==> config.mk <==
export PLATFORM = sky130hd
export DESIGN_NAME = phy_rx
export DESIGN_NICKNAME = d
export VERILOG_FILES = /design/src/rtl/phy_rx.sv
export SDC_FILE = /design/constraint.sdc
export NUM_CORES = 1
export LEC_CHECK = 0
export BUFFER_PORTS_ARGS = -buffer_cell sky130_fd_sc_hd__buf_2
export CORE_AREA = 10 10 78 97
export DETAILED_ROUTE_END_ITERATION = 8
export DIE_AREA = 0 0 88 107
export HOLD_SLACK_MARGIN = 0.02
export PLACE_DENSITY = 0.72
export SYNTH_ARGS = -nofsm -noshare
export SYNTH_HDL_FRONTEND = slang
export SYNTH_SLANG_ARGS = --single-unit
==> constraint.sdc <==
create_clock -name clk_32f -period 2.17 [get_ports clk_32f]
set_input_delay 0.217 -clock clk_32f [delete_from_list [all_inputs] [get_ports clk_32f]]
set_output_delay 0.217 -clock clk_32f [all_outputs]
set_load 0.005 [all_outputs]
==> src/rtl/phy_rx.sv <==
// Two-lane serial receiver: COM-symbol alignment (HUNT/SYNC/ACTIVE) and 32-bit word assembly.
// Optional PHY_RX_PIPE_EN adds one output register stage on data_out/valid_out/active_out.
module phy_rx (
    input  logic        clk_32f,
    input  logic        reset_L,
    input  logic        phy_rx_in_0,
    input  logic        phy_rx_in_1,
    output logic [31:0] data_out,
    output logic        valid_out,
    output logic        active_out
);

    localparam int unsigned SR_W       = 8;
    localparam int unsigned HALF_W     = 16;
    localparam int unsigned WORD_W     = 32;
    localparam int unsigned BIT_CNT_W  = 3;
    localparam int unsigned COM_CNT_W  = 3;
    localparam int unsigned PHASE_W    = 4;
    localparam int unsigned COM_TARGET = 4;

    localparam logic [SR_W-1:0]   COM       = 8'hBC;
    localparam logic [HALF_W-1:0] IDLE_HALF = 16'hBCBC;

    typedef enum logic [1:0] {
        HUNT   = 2'd0,
        SYNC   = 2'd1,
        ACTIVE = 2'd2
    } state_t;

    state_t                 state, state_nx;
    logic [SR_W-1:0]        sr0, sr1, sr0_nx, sr1_nx;
    logic [HALF_W-1:0]      wd0, wd1, wd0_nx, wd1_nx;
    logic [COM_CNT_W-1:0]   com_cnt, com_cnt_nx;
    logic [BIT_CNT_W-1:0]   bit_cnt, bit_cnt_nx;
    logic [PHASE_W-1:0]     phase, phase_nx;
    logic [WORD_W-1:0]      data_q, data_nx;
    logic                   valid_q, valid_nx;
    logic                   active_q, active_nx;
    logic                   both_com;

    // State and datapath registers
    always_ff @(posedge clk_32f) begin
        if (!reset_L) begin
            state    <= HUNT;
            sr0      <= '0;
            sr1      <= '0;
            wd0      <= '0;
            wd1      <= '0;
            com_cnt  <= '0;
            bit_cnt  <= '0;
            phase    <= '0;
            data_q   <= '0;
            valid_q  <= 1'b0;
            active_q <= 1'b0;
        end else begin
            state    <= state_nx;
            sr0      <= sr0_nx;
            sr1      <= sr1_nx;
            wd0      <= wd0_nx;
            wd1      <= wd1_nx;
            com_cnt  <= com_cnt_nx;
            bit_cnt  <= bit_cnt_nx;
            phase    <= phase_nx;
            data_q   <= data_nx;
            valid_q  <= valid_nx;
            active_q <= active_nx;
        end
    end

    // Next-state logic; alignment decisions use the post-shift lane bytes
    always_comb begin
        sr0_nx     = {sr0[SR_W-2:0], phy_rx_in_0};
        sr1_nx     = {sr1[SR_W-2:0], phy_rx_in_1};
        wd0_nx     = {wd0[HALF_W-2:0], phy_rx_in_0};
        wd1_nx     = {wd1[HALF_W-2:0], phy_rx_in_1};
        state_nx   = state;
        com_cnt_nx = com_cnt;
        bit_cnt_nx = bit_cnt;
        phase_nx   = phase;
        data_nx    = data_q;
        valid_nx   = 1'b0;
        active_nx  = active_q;
        both_com   = (sr0_nx == COM) && (sr1_nx == COM);

        case (state)
            HUNT: begin
                if (both_com) begin
                    state_nx   = SYNC;
                    com_cnt_nx = COM_CNT_W'(1);
                    bit_cnt_nx = '0;
                end
            end
            SYNC: begin
                bit_cnt_nx = BIT_CNT_W'(bit_cnt + BIT_CNT_W'(1));
                if (bit_cnt == BIT_CNT_W'(SR_W - 1)) begin
                    if (both_com) begin
                        com_cnt_nx = COM_CNT_W'(com_cnt + COM_CNT_W'(1));
                        if (com_cnt == COM_CNT_W'(COM_TARGET - 1)) begin
                            state_nx  = ACTIVE;
                            phase_nx  = '0;
                            active_nx = 1'b1;
                        end
                    end else begin
                        state_nx   = HUNT;
                        com_cnt_nx = '0;
                    end
                end
            end
            ACTIVE: begin
                phase_nx = PHASE_W'(phase + PHASE_W'(1));
                // Last bit of the word lands this edge; idle words leave data_out untouched
                if (phase == PHASE_W'(HALF_W - 1)) begin
                    if (!((wd0_nx == IDLE_HALF) && (wd1_nx == IDLE_HALF))) begin
                        data_nx  = {wd0_nx, wd1_nx};
                        valid_nx = 1'b1;
                    end
                end
            end
            default: begin
                state_nx   = HUNT;
                com_cnt_nx = '0;
                bit_cnt_nx = '0;
                phase_nx   = '0;
            end
        endcase
    end

`ifdef PHY_RX_PIPE_EN
    logic [WORD_W-1:0] data_p;
    logic              valid_p;
    logic              active_p;

    // Extra output stage for timing closure
    always_ff @(posedge clk_32f) begin
        if (!reset_L) begin
            data_p   <= '0;
            valid_p  <= 1'b0;
            active_p <= 1'b0;
        end else begin
            data_p   <= data_q;
            valid_p  <= valid_q;
            active_p <= active_q;
        end
    end

    assign data_out   = data_p;
    assign valid_out  = valid_p;
    assign active_out = active_p;
`else
    assign data_out   = data_q;
    assign valid_out  = valid_q;
    assign active_out = active_q;
`endif

endmodule
==> metrics.md <==
| Metric | Value |
|---|---|
| Reg2reg setup slack | 0.34 ns |
| Internal power of the cells | 1.847 mW |
| Req. time, crit path | 2.37 ns |
| TritonCTS buffer count | 9 |
| Worst hold path depth | 2 |
| Critical Path Start Type | flip-flop |
| Hold Buf Count CTS | 0 |
| CP endpoint kind | flip-flop |
| Core Footprint | 0.005702 sq mm |
| Switching power as a share of total power | 21.72% |
| Aggregate global-route resource usage | around an eighth |
| Seq pwr share | 59.4% |
| Worst-case clock skew | just under 0.009 ns |
| Capture instance of the worst register-to-register path | phase[2] |
| # DRC | 0 |
| Number of distinct standard cells referenced by the synthesized netlist | 37 |
| Port Buf Inserts | 37 |
| Slew @ Worst Pin | 0.4586 ns |
| Vias in the first global route | 2192 |
| Number of filler instances in the final layout | 493 |
| Die Wd | 88 um |
| Buffers inserted during post-CTS setup optimization | 0 |
| Biggest fanout along the worst timing path | 4 |
| Minimum setup slack after placement | around 0.33 ns |
| Fraction of the cycle the final worst path needs | approximately 84% |
| Yosys warning total | 0 |
| RSZ-0062 raised after global routing | no |
| Cell chosen for the clock root | sky130_fd_sc_hd__clkbuf_8 |
| Launch instance of the worst register-to-register path | sr0[0] |
| Most common cell after layout, fill and taps aside | sky130_fd_sc_hd__dfxtp_1 |
| Finished Cell Area | 0.003294 sq mm |
| N_diodes | 0 |
| Worst hold endpoint | sr0[0] |
| Total wire length after detailed routing | 5863 um |
| Worst supply voltage drop on vdd | 0.4188 mV |
| Pins Over Slew Limit | 0 |
| Kind of critical path | flip-flop to flip-flop |
| Antenna violations before repair | 0 |
| Vias/cell | 5.395 |
| Outcome | finished, final reports clean |
| Part of the total power dissipated in the clock network | 39.2% |
| Layout cell share with drive strength beyond 1 | between 20 and 25% |
| Clock sink count | 76 |
| Routability-driven placement congestion ratio | 0.7591 |
| Part of the total power dissipated in combinational logic | between 1 and 1.5% |
| NetSw | 0.5124 mW |
| Number of vias after detailed routing | 2174 |
| Number of placement rows | 31 |
| Height of the die | between 100 and 150 um |
| Final hold slack | 0.1346 ns |
| Iter 0 DRT Violations | 126 |
| Final Net Count | approximately 340 |
| Leading cell types in the layout, fill and taps excluded | sky130_fd_sc_hd__dfxtp_1, sky130_fd_sc_hd__nand2_1, sky130_fd_sc_hd__buf_2 |
| Sequential share of the synthesized area | 51.88% |
| Type of the worst min-delay path | input port to flip-flop |
| Post-CTS sizing | 0 |
| Initial Utilization | 51.44% |
| Post-synthesis register bit count | 76 |
| Setup Viol. Count Final | 0 |
| Drt wl/cell | ~15 um |
| Leak pwr | 1.407 nW |
| Total die area | roughly 0.0094 sq mm |
| Fmax | 546.4 MHz |
| Synthesized netlist cell count | 299 |
| Length in cells of the worst reg-to-reg path | 4 |
| TritonCTS clock tree | yes |
| First-pass GRT wire length | 10110 um |
| Clock input transition at the sequential cells of the worst setup and hold paths | 0.07 ns |
| Aggregate global routing overflow | 0 |
| Clock Tree Buf Depth | 2 |
| Half-perimeter wire length after detailed placement | 4029 um |
| Power consumption | about 2.4 mW |
| Minimum period implied by the final worst setup slack | around 1.8 ns |
| Number of nets with antenna violations after routing | 0 |
| Setup ws final | about 0.34 ns |
| Total iterations of the first detailed-routing run | 4 |
| Pwr per Cell Area | between 700 and 800 mW/mm^2 |
| Final hold violations | 0 |
| Placed Instance Area | 0.003126 sq mm |
| I/O pin total | 38 |
| Critical Path AT | 2.03 ns |
| Max Cap Violations | 0 |
| Largest net degree at the start of global routing | 34 |
| Clock latency on the worst-skew pair | 0.34 ns |
| Relative slew slack | 69.43% |
| Hold Startpoint | phy_rx_in_0 |
| H-Tree Depth | 3 |
| Net count after synthesis | 308 |
| Critical Path Start | sr0[0] |
| Final sum of negative setup slack | 0 ns |
| Layout Area Growth over Synthesis | 12.33% |
| Synth Area per Inst | between 9 and 10 sq um |
| Syn Std Cell Area | 0.002933 sq mm |
[flip-flops by register name, indices dropped and copies added, names as in the netlist]
name / flops
sr0: 6
com_cnt: 3
valid_out: 1
wd1: 9
active_out: 1
state: 2
bit_cnt: 3
sr1: 6
data_out: 32
phase: 4
wd0: 9
[per-stage QoR]
stage,std cells,utilization (%)
detailed placement,387,54.82
global route,403,57.78
global placement,387,54.82
CTS,403,57.78
finish,403,57.78
floorplan,299,-
[power by group through the flow]
stage / Clock (mW) / Combinational [mW] / Sequential (mW)
2_1_floorplan: 0 / 0.0227 / 1.43
6_report: 0.924 / 0.0331 / 1.40
3_3_place_gp: 0 / 0.0329 / 1.43
3_5_place_dp: 0 / 0.0333 / 1.43
5_1_grt: 1.01 / 0.0380 / 1.40
4_1_cts: 0.954 / 0.0337 / 1.40
[per-layer routing]
layer	share of wire (%)	GRT usage (%)	routed length (um)	vias up
met2	49	21.46	2844	34
met3	4.5	4.091	261	6
met4	1.5	5.251	90	0
met5	0	0	0	-
li1	-	-	-	1117
met1	45	15.49	2666	1017
[worst max-delay path: stages (launching register included)]
cell	delay, ns
sky130_fd_sc_hd__dfxtp_1	0.32
sky130_fd_sc_hd__and4bb_1	0.32
sky130_fd_sc_hd__or4b_4	0.51
sky130_fd_sc_hd__o21ai_0	0.40
sky130_fd_sc_hd__a311oi_1	0.15
[cell families after synthesis]
| group | after synthesis | synth area share, % |
|---|---|---|
| DFF | 76 | 51.88 |
| muxes | 2 | 0.6826 |
| AOI/OAI and AO/OA | 88 | 20.65 |
| adders and majority gates | 5 | 2.133 |
| buffers and inverters | 28 | 5.247 |
| and+or+nand+nor | 100 | 19.41 |
[cells in the mapped netlist, drive strengths merged]
master / number / area, sq um
buf: 9 / 82.57
nor2b: 1 / 6.260
nor3: 3 / 20.02
clkbuf: 14 / 52.55
and4b: 3 / 30.03
a31oi: 1 / 6.260
a311oi: 1 / 8.760
and2: 32 / 200.2
and2b: 1 / 8.760
nand4: 1 / 6.260
a21oi: 8 / 40.04
and4bb: 1 / 12.51
a221oi: 1 / 8.760
or4b: 1 / 13.76
nand4b: 2 / 17.52
nand4bb: 1 / 11.26
o21ai: 39 / 195.2
and4: 2 / 17.52
dfxtp: 76 / 1521
nor4bb: 2 / 20.02
a211oi: 1 / 7.510
o211ai: 33 / 302.8
ha: 5 / 62.56
nand3: 2 / 10.01
nand2b: 2 / 12.51
nand3b: 2 / 15.01
nand2: 43 / 161.4
o22ai: 1 / 6.260
and3: 1 / 6.260
mux2i: 2 / 20.02
inv: 5 / 18.77
o21a: 3 / 30.02
[cell type report]
type                            instances  area, sq um  share of cell area (%)
Clock buffer                           11        141.4                   4.292
Timing Repair Buffer                   45        245.2                   7.444
Tap cell                               66        82.58                   2.507
Multi-Input combinational cell        195         1257                   38.17
Inverter                                5        18.77                  0.5697
Clock inverter                          5        27.53                  0.8355
Sequential cell                        76         1521                   46.18
[how the worst max path moves through the flow]
| stage | to | slack, ns |
|---|---|---|
| finish | phase[2] | 0.34 |
| global route | phase[1] | 0.22 |
| CTS | phase[2] | 0.32 |
| detailed placement | phase[2] | 0.33 |
| global placement | valid_out | 0.40 |
| floorplan | data_out[0] | 0.53 |
Power figures use the tool's default switching activity.
